===== src/rtl/unstriper_2lane.sv =====
// Two-lane reassembler: per-lane FIFOs absorb inter-lane skew and the output
// re-emits words strictly alternating lane0, lane1, at most one per clk_2f cycle.
module unstriper_2lane #(
    parameter int WIDTH = 32,
    parameter int DEPTH = 4
) (
    input  logic             clk_2f,
    input  logic             reset,
    input  logic [WIDTH-1:0] lane0,
    input  logic             valid0,
    input  logic [WIDTH-1:0] lane1,
    input  logic             valid1,
    output logic [WIDTH-1:0] dataOut,
    output logic             validOut,
    output logic             err,
    output logic             sel
);
    localparam int AW = $clog2(DEPTH);
    localparam logic [AW:0]   FULL    = (AW+1)'(DEPTH);
    localparam logic [AW:0]   CNT_ONE = (AW+1)'(1);
    localparam logic [AW-1:0] PTR_ONE = AW'(1);

    typedef enum logic {
        WAIT_L0 = 1'b0,
        WAIT_L1 = 1'b1
    } state_t;

    state_t           state;
    logic [WIDTH-1:0] mem0 [DEPTH];
    logic [WIDTH-1:0] mem1 [DEPTH];
    logic [AW-1:0]    wp0, rp0, wp1, rp1;
    logic [AW:0]      cnt0, cnt1;
    logic             pop0, pop1, wr0, wr1;

    // Handshake: validN is a one-cycle push with no ready; a push into a full,
    // unpopped lane is dropped and latches err. validOut has no backpressure.
    assign pop0 = (state == WAIT_L0) && (cnt0 != '0);
    assign pop1 = (state == WAIT_L1) && (cnt1 != '0);
    assign wr0  = valid0 && ((cnt0 != FULL) || pop0);
    assign wr1  = valid1 && ((cnt1 != FULL) || pop1);
    assign sel  = (state == WAIT_L1);

    // Storage is not reset; pointers and counts alone define what is buffered.
    always_ff @(posedge clk_2f) begin
        if (wr0) mem0[wp0] <= lane0;
        if (wr1) mem1[wp1] <= lane1;
    end

    always_ff @(posedge clk_2f or negedge reset) begin
        if (!reset) begin
            state    <= WAIT_L0;
            wp0      <= '0;
            rp0      <= '0;
            wp1      <= '0;
            rp1      <= '0;
            cnt0     <= '0;
            cnt1     <= '0;
            dataOut  <= '0;
            validOut <= 1'b0;
            err      <= 1'b0;
        end else begin
            if (wr0)  wp0 <= wp0 + PTR_ONE;
            if (pop0) rp0 <= rp0 + PTR_ONE;
            if (wr1)  wp1 <= wp1 + PTR_ONE;
            if (pop1) rp1 <= rp1 + PTR_ONE;

            if (wr0 && !pop0)      cnt0 <= cnt0 + CNT_ONE;
            else if (pop0 && !wr0) cnt0 <= cnt0 - CNT_ONE;
            if (wr1 && !pop1)      cnt1 <= cnt1 + CNT_ONE;
            else if (pop1 && !wr1) cnt1 <= cnt1 - CNT_ONE;

            if ((valid0 && !wr0) || (valid1 && !wr1)) err <= 1'b1;

            validOut <= pop0 || pop1;
            if (pop0) begin
                dataOut <= mem0[rp0];
                state   <= WAIT_L1;
            end else if (pop1) begin
                dataOut <= mem1[rp1];
                state   <= WAIT_L0;
            end
        end
    end
endmodule


===== config.mk =====
export PLATFORM = sky130hd
export DESIGN_NAME = unstriper_2lane
export DESIGN_NICKNAME = d
export VERILOG_FILES = /design/src/rtl/unstriper_2lane.sv
export SDC_FILE = /design/constraint.sdc
export NUM_CORES = 1
export LEC_CHECK = 0
export ABC_AREA = 1
export CAP_MARGIN = 20
export CORE_ASPECT_RATIO = 0.6
export CORE_MARGIN = 2
export CORE_UTILIZATION = 43
export CTS_CLUSTER_SIZE = 8
export DETAILED_ROUTE_END_ITERATION = 16
export RECOVER_POWER = 100
export SYNTH_ARGS = -nofsm -noshare
export SYNTH_HDL_FRONTEND = slang
export SYNTH_SLANG_ARGS = --single-unit

===== constraint.sdc =====
create_clock -name clk_2f -period 4.5 [get_ports clk_2f]
set_clock_uncertainty 0.2 [all_clocks]
set_input_delay 0.9 -clock clk_2f [delete_from_list [all_inputs] [get_ports clk_2f]]
set_output_delay 0.9 -clock clk_2f [all_outputs]
set_load 0.005 [all_outputs]

==> results of run 1 <==
## path summary, 6_finish.rpt
| kind | startpoint | endpoint | slack (ns) | cells after the start |
|---|---|---|---|---|
| setup reg to reg | cnt1[0]$_DFFE_PN0P_ | dataOut[20]$_DFFE_PN0P_ | 1.17 | 6 |
| hold reg to reg | err$_DFFE_PN0P_ | err$_DFFE_PN0P_ | 0.26 | 1 |
| setup / recovery | cnt1[0]$_DFFE_PN0P_ | dataOut[20]$_DFFE_PN0P_ | 1.17 | 6 |
| min in group asynchronous | reset | wp0[0]$_DFFE_PN0P_ | 0.36 | 1 |
| max in group asynchronous | reset | rp1[0]$_DFFE_PN0P_ | 1.44 | 2 |
| hold / removal | err$_DFFE_PN0P_ | err$_DFFE_PN0P_ | 0.26 | 1 |
## synth_stat cells
cell	instances	share of area [%]
sky130_fd_sc_hd__nand2_1	406	12
sky130_fd_sc_hd__inv_1	280	8.0
sky130_fd_sc_hd__edfxtp_1	256	58
sky130_fd_sc_hd__nand3_1	196	7.4
sky130_fd_sc_hd__dfrtp_1	49	9.3
sky130_fd_sc_hd__buf_2	23	0.87
sky130_fd_sc_hd__buf_4	17	0.97
sky130_fd_sc_hd__nor2_1	14	0.40
sky130_fd_sc_hd__ha_1	10	0.95
sky130_fd_sc_hd__buf_6	8	0.68
sky130_fd_sc_hd__clkbuf_1	6	0.17
sky130_fd_sc_hd__inv_2	5	0.14
sky130_fd_sc_hd__o21ai_0	5	0.19
sky130_fd_sc_hd__xor2_1	4	0.27
sky130_fd_sc_hd__fa_1	2	0.30
sky130_fd_sc_hd__nand4_1	2	0.095
sky130_fd_sc_hd__nor2_2	2	0.095
sky130_fd_sc_hd__xnor2_1	2	0.13
sky130_fd_sc_hd__buf_1	1	0.028
sky130_fd_sc_hd__nand2_4	1	0.085
sky130_fd_sc_hd__nand3b_1	1	0.057
## flip-flops by register name, summed over array words and instances, names as in the netlist
register and count:
validOut 1, cnt0 3, wp1 2, mem0 128, rp0 2, mem1 128
sel 1, rp1 2, cnt1 3, err 1, wp0 2, dataOut 32
## kinds of logic after synthesis
logic type	count (synthesis)	synth area share, %
AOI/OAI and AO/OA	5	0.190
DFF	305	67.6
and+or+nand+nor	622	19.7
buffers and inverters	340	10.8
adders and majority gates	12	1.25
xor gates and xnor gates	6	0.399
## power by group through the flow
stage                     clock network [mW]  logic (mW)  registers [mW]
after global placement                     0        3.53            4.24
after detailed placement                   0        3.58            4.24
after CTS                               3.08        3.60            4.19
after floorplan                            0        2.50            4.12
final                                   3.02        3.44            4.17
after global routing                    3.21        3.92            4.24
## metrics by stage
stage | setup WS, ns | power, mW | cells
after global placement | 1.32 | 7.76 | 1764
after global routing | 0.883 | 11.4 | 1844
after floorplan | 1.48 | 6.62 | 1290
final | 1.17 | 10.6 | 1844
after CTS | 1.81 | 10.9 | 1844
after detailed placement | 1.25 | 7.82 | 1764
## layer usage
layer	up-vias	wire, um	GRT usage [%]
li1	4279	-	-
met4	0	538	5.06
met3	47	1470	4.04
met2	180	12700	28.0
met5	-	0	0
met1	4082	13900	25.9
## worst max-delay path: cells and delay by family, from the launching register on
kind	cells	cell delay, ns
buffers and inverters	1	0.86
flip-flops	1	0.42
AND/OR/NAND/NOR	5	1.68
## area by class of cell
class                           count  share of cell area (%)
Clock buffer                       79                    7.95
Clock inverter                      1                  0.0556
Inverter                          285                    6.79
Multi-Input combinational cell    645                    18.1
Sequential cell                   305                    56.6
Tap cell                          408                    3.24
Timing Repair Buffer              121                    7.25
==> tab_implementation.tex, run 1 <==
\begin{tabular}{lr}
\hline
Metric & Value \\
\hline
\multicolumn{2}{l}{\textbf{Status}} \\
Outcome & finished with violations \\
Violations in the final reports & capacitance limit, slew limit \\
\multicolumn{2}{l}{\textbf{Power}} \\
Share of power burned in the clock network & 28.4\% \\
Internal Pwr Total & 6.85 mW \\
Switching portion of total power & 35.6\% \\
Max IR drop VDD & 0.275 mV \\
Power per cell area & 675 nW/um2 \\
Part of the total power dissipated in sequential elements & 39.2\% \\
Sw Pwr & 3.79 mW \\
Leakage dissipation & 7.10 nW \\
Part of the power in combinational logic & 32.3\% \\
\multicolumn{2}{l}{\textbf{Floorplan}} \\
Number of top-level pins & 103 \\
Cell Rows & 49 \\
Area of the die & 32100 um2 \\
Placeable Area & 30000 um2 \\
Vertical die dimension & 140 um \\
Initial cell density of the core & 43.9\% \\
Die boundary width & 230 um \\
\multicolumn{2}{l}{\textbf{STA}} \\
Post-route clock period utilization & 73.9\% \\
Total negative slack for setup checks & 0 ns \\
Worst hold slack across all endpoints & 0.259 ns \\
Final Critical Period & 3.33 ns \\
Slew at the pin closest to its max-slew limit & 1.74 ns \\
Count of pins over their slew limit & 31 \\
FMAX & 0.301 GHz \\
Setup Viol. Count Final & 0 \\
RSZ-0062 raised after global routing & false \\
Max transition margin & -16.0\% \\
Number of endpoints with negative hold slack in the final report & 0 \\
\multicolumn{2}{l}{\textbf{Clock tree}} \\
CTS Buf Count & 44 \\
CTS tree & done \\
Clk root buf & sky130\_fd\_sc\_hd\_\_clkbuf\_16 \\
Clock sink total & 305 \\
Depth of the CTS H-tree & 2 \\
Clock edge transition at the registers on the reported setup and hold paths & 0.05 ns \\
Maximum number of buffers from clock root to sink & 3 \\
Clk Latency, worst-skew pair & 0.53 ns \\
Count of hold-fix buffers inserted at cts & 0 \\
Post-CTS sizing & 0 \\
Post-CTS setup buffer count & 0 \\
\multicolumn{2}{l}{\textbf{Worst hold path}} \\
Tightest Hold Check Type & reg2reg \\
\multicolumn{2}{l}{\textbf{Placement}} \\
IO Port Bufs & 102 \\
Final GP Congestion & 0.795 \\
Post-placement cell area & 14500 um2 \\
Placed wire-length estimate & 17700 um \\
\multicolumn{2}{l}{\textbf{Detailed routing}} \\
Iteration-0 DRC count of the detailed router & 666 \\
Vias per cell & 4.66 \\
Average wire per standard cell & 15.5 um \\
DRT antenna net count & 0 \\
Count of unresolved DRC violations after routing & 0 \\
Routed wire length & 28600 um \\
Routed vias & 8588 \\
First-pass iteration count of the detailed router & 5 \\
\multicolumn{2}{l}{\textbf{Yosys}} \\
Register bit count reported by yosys & 305 \\
Netlist Area Pre-Place & 13200 um2 \\
Number of distinct library cell variants in the gate-level netlist after synthesis & 21 \\
Post-synthesis average cell area & 10.2 um2 \\
Sequential share of the synthesized area & 67.6\% \\
Post-synthesis instance total & 1290 \\
Number of nets in the synthesized netlist & 1370 \\
Number of warnings reported in the yosys synthesis log & 0 \\
\multicolumn{2}{l}{\textbf{Finish}} \\
Final layout net count & 1482 \\
Fraction of layout instances using a drive strength above 1 & 5.15\% \\
Filler instances & 2670 \\
Final core occ & 52.5\% \\
Leading cell types in the layout, fill and taps excluded & sky130\_fd\_sc\_hd\_\_nand2\_1 (407), sky130\_fd\_sc\_hd\_\_inv\_1 (281), sky130\_fd\_sc\_hd\_\_edfxtp\_1 (256), sky130\_fd\_sc\_hd\_\_nand3\_1 (196), sky130\_fd\_sc\_hd\_\_dlygate4sd3\_1 (101) \\
Footprint of the multi-input gates & 2860 um2 \\
Area overhead of the layout relative to synthesis & 19.5\% \\
Sequential Area & 8920 um2 \\
Final design area excluding fillers & 15800 um2 \\
N\_diodes & 0 \\
Most common cell after layout, fill and taps aside & sky130\_fd\_sc\_hd\_\_nand2\_1 \\
\multicolumn{2}{l}{\textbf{Worst setup path}} \\
Longest individual stage delay on the worst path & 0.97 ns \\
Startpoint Class & flip-flop \\
Arrival time worst endpoint & 3.52 ns \\
Critical-path top delay cell & sky130\_fd\_sc\_hd\_\_nand2\_1 \\
Required time of the critical path & 4.70 ns \\
Cell breakdown of the critical path & nor2\_1 > nand2\_1 > nand2\_1 > inv\_1 > nand2\_1 > nand3\_1 \\
Setup CP Type & reg2reg \\
Most common cell on crit path & sky130\_fd\_sc\_hd\_\_nand2\_1 \\
Endpoint type of the worst setup path & flip-flop \\
Maximum fanout count along the critical path & 37 \\
\multicolumn{2}{l}{\textbf{Flow run}} \\
Number of violations of the max-capacitance limit & 1 \\
\multicolumn{2}{l}{\textbf{GRT}} \\
First-pass GRT wire length & 44900 um \\
GRT Total Usage & 18.1\% \\
Pin count of the biggest net entering global routing & 66 \\
Antenna violations before repair & 0 \\
Global route total overflow & 0 \\
Number of global-route vias before repair & 8182 \\
\hline
\end{tabular}
(Power assumes the default switching activity.)
==> run 2: changes to the inputs <==
- clock period: 4.5 -> 2.85 ns (I/O delays scaled with it)
==> run 2 against run 1 <==
Compared with the run above: the flow now finishes without violations; combinational power increased by 63%; sequential share of layout area down 0.44 points; die area did not move; flip-flop and latch count unchanged; sequential power grew 58%; setup slack lost 0.77 ns; utilization is 0.41 points higher; critical path depth unchanged; global-route usage about the same.
==> tab_implementation.tex, run 2 (synthesized netlist as in run 1, its figures left out) <==
\begin{tabular}{lr}
\hline
Metric & Value \\
\hline
\multicolumn{2}{l}{\textbf{Finish}} \\
Final design area excluding fillers & 15900 um2 (was 15800 um2) \\
Final core occ & 52.9\% (was 52.5\%) \\
Leading cell types in the layout, fill and taps excluded & sky130\_fd\_sc\_hd\_\_nand2\_1 (406), sky130\_fd\_sc\_hd\_\_inv\_1 (281), sky130\_fd\_sc\_hd\_\_edfxtp\_1 (256), sky130\_fd\_sc\_hd\_\_nand3\_1 (196), sky130\_fd\_sc\_hd\_\_dlygate4sd3\_1 (100) (was sky130\_fd\_sc\_hd\_\_nand2\_1 (407), sky130\_fd\_sc\_hd\_\_inv\_1 (281), sky130\_fd\_sc\_hd\_\_edfxtp\_1 (256), sky130\_fd\_sc\_hd\_\_nand3\_1 (196), sky130\_fd\_sc\_hd\_\_dlygate4sd3\_1 (101)) \\
N\_diodes & 0 (unchanged) \\
Most common cell after layout, fill and taps aside & sky130\_fd\_sc\_hd\_\_nand2\_1 (unchanged) \\
Fraction of layout instances using a drive strength above 1 & 5.53\% (was 5.15\%) \\
Area overhead of the layout relative to synthesis & 20.5\% (was 19.5\%) \\
Top Registers & mem0: 128 flops, mem1: 128 flops, dataOut: 32 flops (unchanged) \\
Final layout net count & 1491 (was 1482) \\
\multicolumn{2}{l}{\textbf{STA}} \\
Final Critical Period & 2.45 ns (was 3.33 ns) \\
Number of endpoints with negative hold slack in the final report & 0 (unchanged) \\
Max transition margin & 32.6\% (was -16.0\%) \\
FMAX & 0.409 GHz (was 0.301 GHz) \\
RSZ-0062 raised after global routing & false (unchanged) \\
Count of pins over their slew limit & 0 (was 31) \\
Setup Viol. Count Final & 0 (unchanged) \\
Slew at the pin closest to its max-slew limit & 1.01 ns (was 1.74 ns) \\
Post-route clock period utilization & 85.8\% (was 73.9\%) \\
Total negative slack for setup checks & 0 ns (unchanged) \\
\multicolumn{2}{l}{\textbf{Clock tree}} \\
CTS Buf Count & 44 (unchanged) \\
Depth of the CTS H-tree & 2 (unchanged) \\
Post-CTS sizing & 0 (unchanged) \\
Clock sink total & 305 (unchanged) \\
Clk root buf & sky130\_fd\_sc\_hd\_\_clkbuf\_16 (unchanged) \\
Count of hold-fix buffers inserted at cts & 1 (was 0) \\
Clock edge transition at the registers on the reported setup and hold paths & 0.05 ns (about the same) \\
Post-CTS setup buffer count & 0 (unchanged) \\
CTS tree & done (unchanged) \\
Clk Latency, worst-skew pair & 0.53 ns (about the same) \\
Maximum number of buffers from clock root to sink & 3 (unchanged) \\
\multicolumn{2}{l}{\textbf{Detailed routing}} \\
Iteration-0 DRC count of the detailed router & 575 (was 666) \\
Routed wire length & 28800 um (was 28600 um) \\
Routed vias & 8546 (was 8588) \\
Count of unresolved DRC violations after routing & 0 (unchanged) \\
Vias per cell & 4.61 (was 4.66) \\
DRT antenna net count & 0 (unchanged) \\
Average wire per standard cell & 15.5 um (about the same) \\
First-pass iteration count of the detailed router & 4 (was 5) \\
\multicolumn{2}{l}{\textbf{Power}} \\
Leakage dissipation & 7.16 nW (was 7.10 nW) \\
Max IR drop VDD & 0.431 mV (was 0.275 mV) \\
Pwr Total & 16.9 mW (was 10.6 mW) \\
Power per cell area & 1070 nW/um2 (was 675 nW/um2) \\
\multicolumn{2}{l}{\textbf{Placement}} \\
IO Port Bufs & 102 (unchanged) \\
Final GP Congestion & 0.780 (was 0.795) \\
Post-placement cell area & 14700 um2 (was 14500 um2) \\
Placed wire-length estimate & 17800 um (was 17700 um) \\
\multicolumn{2}{l}{\textbf{Floorplan}} \\
Area of the die & 32100 um2 (unchanged) \\
Vertical die dimension & 140 um (unchanged) \\
Initial cell density of the core & 43.9\% (unchanged) \\
Number of top-level pins & 103 (unchanged) \\
Cell Rows & 49 (unchanged) \\
Placeable Area & 30000 um2 (unchanged) \\
Die boundary width & 230 um (unchanged) \\
\multicolumn{2}{l}{\textbf{Worst setup path}} \\
Startpoint of the most critical setup path & sel\$\_DFFE\_PN0P\_ (was cnt1[0]\$\_DFFE\_PN0P\_) \\
Required time of the critical path & 2.80 ns (was 4.70 ns) \\
Arrival time worst endpoint & 2.39 ns (was 3.52 ns) \\
Reg-to-reg critical path startpoint & sel\$\_DFFE\_PN0P\_ (was cnt1[0]\$\_DFFE\_PN0P\_) \\
Startpoint Class & flip-flop (unchanged) \\
Maximum fanout count along the critical path & 32 (was 37) \\
Endpoint type of the worst setup path & flip-flop (unchanged) \\
Setup CP Type & reg2reg (unchanged) \\
\multicolumn{2}{l}{\textbf{GRT}} \\
Busiest layer in global routing & met2 (unchanged) \\
GRT Total Usage & 18.1\% (about the same) \\
Global-route met2 utilization & 28.0\% (about the same) \\
Pin count of the biggest net entering global routing & 41 (was 66) \\
Antenna violations before repair & 1 (was 0) \\
GR Util met1 & 26.2\% (was 25.9\%) \\
GR Layer Usage met3 & 3.71\% (was 4.04\%) \\
Global route total overflow & 0 (unchanged) \\
Number of global-route vias before repair & 8164 (was 8182) \\
First-pass GRT wire length & 45200 um (was 44900 um) \\
\multicolumn{2}{l}{\textbf{Worst hold path}} \\
Tightest Hold Check Type & reg2reg (unchanged) \\
Startpoint of the worst hold path & err\$\_DFFE\_PN0P\_ (unchanged) \\
\multicolumn{2}{l}{\textbf{Status}} \\
Outcome & finished, final reports clean (was finished with violations) \\
\multicolumn{2}{l}{\textbf{Flow run}} \\
Number of violations of the max-capacitance limit & 0 (was 1) \\
\hline
\end{tabular}
==> run 2: cell types whose count changed in the layout (fill, tap and decap cells not counted), sizes merged <==
cell           delta
clkbuf            +8
clkdlybuf4s50     +2
buf               -1
clkinv            +1
dlygate4sd3       -1
inv               +1
==> run 2: layout make-up <==
type                            count  area (um2)
Inverter                          285        1070
Clock inverter                      3        33.8
Sequential cell                   305        8920
Timing Repair Buffer              130        1270
Clock buffer                       78        1230
Tap cell                          408         510
Fill cell                        2666       14200
Multi-Input combinational cell    645        2850
==> run 2: routing by layer <==
metal | part of all wire, % | up-vias
li1 | - | 4302
met5 | 0 | -
met1 | 48 | 3995
met4 | 1.9 | 0
met3 | 5.2 | 46
met2 | 45 | 203
==> run 2: path summary, 6_finish.rpt <==
path,slack [ns],cells after the start,to
min,0.28,1,err$_DFFE_PN0P_
max in group asynchronous,0.76,3,wp1[0]$_DFFE_PN0P_
min reg2reg,0.28,1,err$_DFFE_PN0P_
max,0.40,6,mem1[0][11]$_DFFE_PP_
min in group asynchronous,0.44,2,cnt0[0]$_DFFE_PN0P_
max reg2reg,0.40,6,mem1[0][11]$_DFFE_PP_
==> run 2: worst max-delay path, stage by stage, from the launching register on <==
cell and delay (ns):
sky130_fd_sc_hd__dfrtp_1 0.47, sky130_fd_sc_hd__inv_1 0.13, sky130_fd_sc_hd__nand3_1 0.10, sky130_fd_sc_hd__nand2_1 0.06, sky130_fd_sc_hd__clkbuf_1 0.20, sky130_fd_sc_hd__nor2_4 0.11, sky130_fd_sc_hd__clkbuf_2 0.75
==> run 2: through the flow <==
stage	hold WS [ns]	cells	setup WS (ns)
detailed placement	0.272	1771	0.357
finish	0.277	1854	0.405
global route	0.292	1854	0.258
CTS	0.265	1853	0.499
global placement	0.261	1771	0.388
floorplan	0.0744	1290	0.144
==> run 2: where the power goes <==
part	switching, mW	internal, mW	total [mW]
registers	0.534	6.07	6.60
clock network	1.83	2.89	4.73
logic	3.67	1.94	5.61
==> run 3: changes to the inputs <==
--- a/config.mk
+++ b/config.mk
@@ -7,5 +7,4 @@
 export LEC_CHECK = 0
-export ABC_AREA = 1
 export CAP_MARGIN = 20
-export CORE_ASPECT_RATIO = 0.6
+export CORE_ASPECT_RATIO = 1.1
 export CORE_MARGIN = 2
--- a/constraint.sdc
+++ b/constraint.sdc
@@ -4,2 +4,2 @@
 set_output_delay 0.57 -clock clk_2f [all_outputs]
-set_load 0.005 [all_outputs]
+set_load 0.01 [all_outputs]
==> run 3 against run 2 <==
Compared with the run above: synthesized cell count fell by 59%; combinational power fell by 18%; critical path depth fell by 1; via count fell by 34%; die area fell by 12%; global-route usage fell by 0.67 points; power fell by 5.4%; flip-flop and latch count did not move.
==> tab_implementation.tex, run 3 <==
\begin{tabular}{lr}
\hline
Metric & Value \\
\hline
\multicolumn{2}{l}{\textbf{Worst setup path}} \\
Required time of the critical path & 3.10 ns (was 2.80 ns) \\
CP Buf/Inv Count & 2 (was 3) \\
Arrival time worst endpoint & 2.78 ns (was 2.39 ns) \\
Maximum fanout count along the critical path & 35 (was 32) \\
Critical-path top delay cell & sky130\_fd\_sc\_hd\_\_clkbuf\_2 (unchanged) \\
R2r setup slk & 0.32 ns (was 0.40 ns) \\
Longest individual stage delay on the worst path & 0.50 ns (was 0.75 ns) \\
Startpoint Class & flip-flop (unchanged) \\
Endpoint type of the worst setup path & flip-flop (unchanged) \\
Cell breakdown of the critical path & o31a\_2 > clkbuf\_2 > a21oi\_1 > buf\_4 > a221o\_1 (was inv\_1 > nand3\_1 > nand2\_1 > clkbuf\_1 > nor2\_4 > clkbuf\_2) \\
Cell family with the largest share of critical-path delay & compound AO/OA/AOI/OAI gates (was buffers and inverters) \\
Setup CP Type & reg2reg (unchanged) \\
\multicolumn{2}{l}{\textbf{Detailed routing}} \\
Iteration-0 DRC count of the detailed router & 358 (was 575) \\
DRT antenna net count & 0 (unchanged) \\
First-pass iteration count of the detailed router & 4 (unchanged) \\
Vias per cell & 5.31 (was 4.61) \\
Routed wire length & 23900 um (was 28800 um) \\
Routed vias & 5609 (was 8546) \\
Count of unresolved DRC violations after routing & 0 (unchanged) \\
Average wire per standard cell & 22.7 um (was 15.5 um) \\
\multicolumn{2}{l}{\textbf{STA}} \\
Max transition margin & 5.68\% (was 32.6\%) \\
Final Critical Period & 2.53 ns (was 2.45 ns) \\
Worst Slack Setup Final & 0.321 ns (was 0.405 ns) \\
Number of endpoints with negative hold slack in the final report & 0 (unchanged) \\
Worst hold slack across all endpoints & 0.229 ns (was 0.277 ns) \\
Slew at the pin closest to its max-slew limit & 1.41 ns (was 1.01 ns) \\
Count of pins over their slew limit & 0 (unchanged) \\
Setup Viol. Count Final & 0 (unchanged) \\
Total negative slack for setup checks & 0 ns (unchanged) \\
Post-route clock period utilization & 88.7\% (was 85.8\%) \\
FMAX & 0.395 GHz (was 0.409 GHz) \\
RSZ-0062 raised after global routing & false (unchanged) \\
\multicolumn{2}{l}{\textbf{GRT}} \\
Global route total overflow & 0 (unchanged) \\
GRT Total Usage & 17.5\% (was 18.1\%) \\
Antenna violations before repair & 0 (was 1) \\
Number of global-route vias before repair & 6185 (was 8164) \\
First-pass GRT wire length & 36600 um (was 45200 um) \\
Pin count of the biggest net entering global routing & 50 (was 41) \\
\multicolumn{2}{l}{\textbf{Finish}} \\
Fraction of layout instances using a drive strength above 1 & 20.7\% (was 5.53\%) \\
Number of standard cells in the layout, taps in and fillers out & 1056 (was 1854) \\
N\_diodes & 0 (unchanged) \\
Top Registers & mem0: 128 flops, mem1: 128 flops, dataOut: 32 flops (unchanged) \\
Final design area excluding fillers & 14400 um2 (was 15900 um2) \\
Leading cell types in the layout, fill and taps excluded & sky130\_fd\_sc\_hd\_\_edfxtp\_1 (256), sky130\_fd\_sc\_hd\_\_dlygate4sd3\_1 (99), sky130\_fd\_sc\_hd\_\_mux4\_2 (60), sky130\_fd\_sc\_hd\_\_clkbuf\_16 (46), sky130\_fd\_sc\_hd\_\_dfrtp\_1 (45) (was sky130\_fd\_sc\_hd\_\_nand2\_1 (406), sky130\_fd\_sc\_hd\_\_inv\_1 (281), sky130\_fd\_sc\_hd\_\_edfxtp\_1 (256), sky130\_fd\_sc\_hd\_\_nand3\_1 (196), sky130\_fd\_sc\_hd\_\_dlygate4sd3\_1 (100)) \\
Filler instances & 1983 (was 2666) \\
Final layout net count & 750 (was 1491) \\
Final core occ & 54.8\% (was 52.9\%) \\
Most common cell after layout, fill and taps aside & sky130\_fd\_sc\_hd\_\_edfxtp\_1 (was sky130\_fd\_sc\_hd\_\_nand2\_1) \\
Area overhead of the layout relative to synthesis & 24.6\% (was 20.5\%) \\
\multicolumn{2}{l}{\textbf{Floorplan}} \\
Die boundary width & 160 um (was 230 um) \\
Placeable Area & 26300 um2 (was 30000 um2) \\
Initial cell density of the core & 44.0\% (was 43.9\%) \\
Vertical die dimension & 176 um (was 140 um) \\
Area of the die & 28200 um2 (was 32100 um2) \\
Number of top-level pins & 103 (unchanged) \\
Cell Rows & 62 (was 49) \\
\multicolumn{2}{l}{\textbf{Clock tree}} \\
Maximum number of buffers from clock root to sink & 3 (unchanged) \\
Post-CTS sizing & 0 (unchanged) \\
Count of hold-fix buffers inserted at cts & 0 (was 1) \\
CTS Buf Count & 44 (unchanged) \\
Clk Latency, worst-skew pair & 0.52 ns (was 0.53 ns) \\
Clk root buf & sky130\_fd\_sc\_hd\_\_clkbuf\_16 (unchanged) \\
Clock edge transition at the registers on the reported setup and hold paths & 0.05 ns (about the same) \\
CTS tree & done (unchanged) \\
Depth of the CTS H-tree & 2 (unchanged) \\
Post-CTS setup buffer count & 0 (unchanged) \\
Clock sink total & 305 (unchanged) \\
\multicolumn{2}{l}{\textbf{Yosys}} \\
Post-synthesis average cell area & 22.1 um2 (was 10.2 um2) \\
Yosys top cell by area & sky130\_fd\_sc\_hd\_\_edfxtp\_1 (unchanged) \\
Number of nets in the synthesized netlist & 603 (was 1370) \\
Synth Flop Type & sky130\_fd\_sc\_hd\_\_edfxtp\_1 (unchanged) \\
Most frequent cell after synthesis & sky130\_fd\_sc\_hd\_\_edfxtp\_1 (was sky130\_fd\_sc\_hd\_\_nand2\_1) \\
Number of synthesized flops with an enable pin & 256 (unchanged) \\
Number of distinct library cell variants in the gate-level netlist after synthesis & 29 (was 21) \\
Register bit count reported by yosys & 305 (unchanged) \\
Sequential share of the synthesized area & 77.1\% (was 67.6\%) \\
Number of warnings reported in the yosys synthesis log & 0 (unchanged) \\
Netlist Area Pre-Place & 11600 um2 (was 13200 um2) \\
Post-synth ARST share & 16.1\% (unchanged) \\
Share of the synthesized area in the top cell type & 66.5\% (was 58.3\%) \\
Post-synthesis instance total & 523 (was 1290) \\
Cell types with the largest area share after synthesis & sky130\_fd\_sc\_hd\_\_edfxtp\_1 (66\%), sky130\_fd\_sc\_hd\_\_mux4\_2 (12\%), sky130\_fd\_sc\_hd\_\_dfrtp\_1 (11\%) (was sky130\_fd\_sc\_hd\_\_edfxtp\_1 (58\%), sky130\_fd\_sc\_hd\_\_nand2\_1 (12\%), sky130\_fd\_sc\_hd\_\_dfrtp\_1 (9.3\%)) \\
Most common library cells after synthesis & sky130\_fd\_sc\_hd\_\_edfxtp\_1 (256), sky130\_fd\_sc\_hd\_\_mux4\_2 (60), sky130\_fd\_sc\_hd\_\_dfrtp\_1 (49) (was sky130\_fd\_sc\_hd\_\_nand2\_1 (406), sky130\_fd\_sc\_hd\_\_inv\_1 (280), sky130\_fd\_sc\_hd\_\_edfxtp\_1 (256)) \\
\multicolumn{2}{l}{\textbf{Flow run}} \\
Number of violations of the max-capacitance limit & 0 (unchanged) \\
\multicolumn{2}{l}{\textbf{Placement}} \\
Placed wire-length estimate & 14400 um (was 17800 um) \\
Post-placement cell area & 13200 um2 (was 14700 um2) \\
IO Port Bufs & 102 (unchanged) \\
Final GP Congestion & 0.683 (was 0.780) \\
DP Worst Slack & 0.150 ns (was 0.357 ns) \\
Placed insts & 976 (was 1771) \\
\multicolumn{2}{l}{\textbf{Power}} \\
Power per cell area & 1110 nW/um2 (was 1070 nW/um2) \\
Pwr Total & 16.0 mW (was 16.9 mW) \\
Max IR drop VDD & 0.508 mV (was 0.431 mV) \\
Leakage dissipation & 4.94 nW (was 7.16 nW) \\
\multicolumn{2}{l}{\textbf{Status}} \\
Outcome & finished, final reports clean (unchanged) \\
\multicolumn{2}{l}{\textbf{Worst hold path}} \\
Tightest Hold Check Type & in2async (was reg2reg) \\
\hline
\end{tabular}
==> run 3: cell types whose count changed after synthesis, sizes merged, moves of 5 or more <==
cell / change
buf: -36
inv: -274
clkbuf: +7
o21ai: -5
xnor2: +6
nand3: -195
and2: +40
a221o: +32
nor2: -12
nand2: -404
mux4: +64
==> run 3: path summary, 6_finish.rpt <==
check | start | to | cells after the start
min reg2reg | err$_DFFE_PN0P_ | err$_DFFE_PN0P_ | 2
max | cnt1[0]$_DFFE_PN0P_ | dataOut[16]$_DFFE_PN0P_ | 5
min | reset | dataOut[9]$_DFFE_PN0P_ | 2
max in group asynchronous | reset | rp1[1]$_DFFE_PN0P_ | 2
min in group clk_2f | err$_DFFE_PN0P_ | err$_DFFE_PN0P_ | 2
max reg2reg | cnt1[0]$_DFFE_PN0P_ | dataOut[16]$_DFFE_PN0P_ | 5
==> run 3: layer usage <==
metal / up-vias / global-route usage (%) / share of wire [%]
met1: 2967 / 22.0 / 41
met3: 38 / 3.31 / 4.6
li1: 2451 / - / -
met2: 153 / 31.1 / 53
met5: - / 0 / 0
met4: 0 / 5.11 / 1.8
==> run 3: layout make-up <==
class	instances	area (um2)	area share, %
clock inverters	2	25.0	0.174
repair buffers	127	1260	8.77
inverters	11	41.3	0.287
multi-input cells	181	2450	17.0
flip-flops and latches	305	8920	61.9
clock buffers	78	1270	8.82
well taps	352	440	3.06
==> run 3: cells by family after synthesis <==
logic type / synth area share (%)
DFF: 77.1
muxes: 13.0
and+or+nand+nor: 2.66
AOI/OAI and AO/OA: 3.09
buffers and inverters: 1.84
xor gates and xnor gates: 0.909
adders and majority gates: 1.43
==> run 3: report_power, final <==
group | leakage, nW | switching, mW | total (mW) | internal, mW
clock network | 0.616 | 1.78 | 4.77 | 2.99
logic | 1.41 | 2.28 | 4.62 | 2.34
registers | 2.91 | 0.559 | 6.63 | 6.07
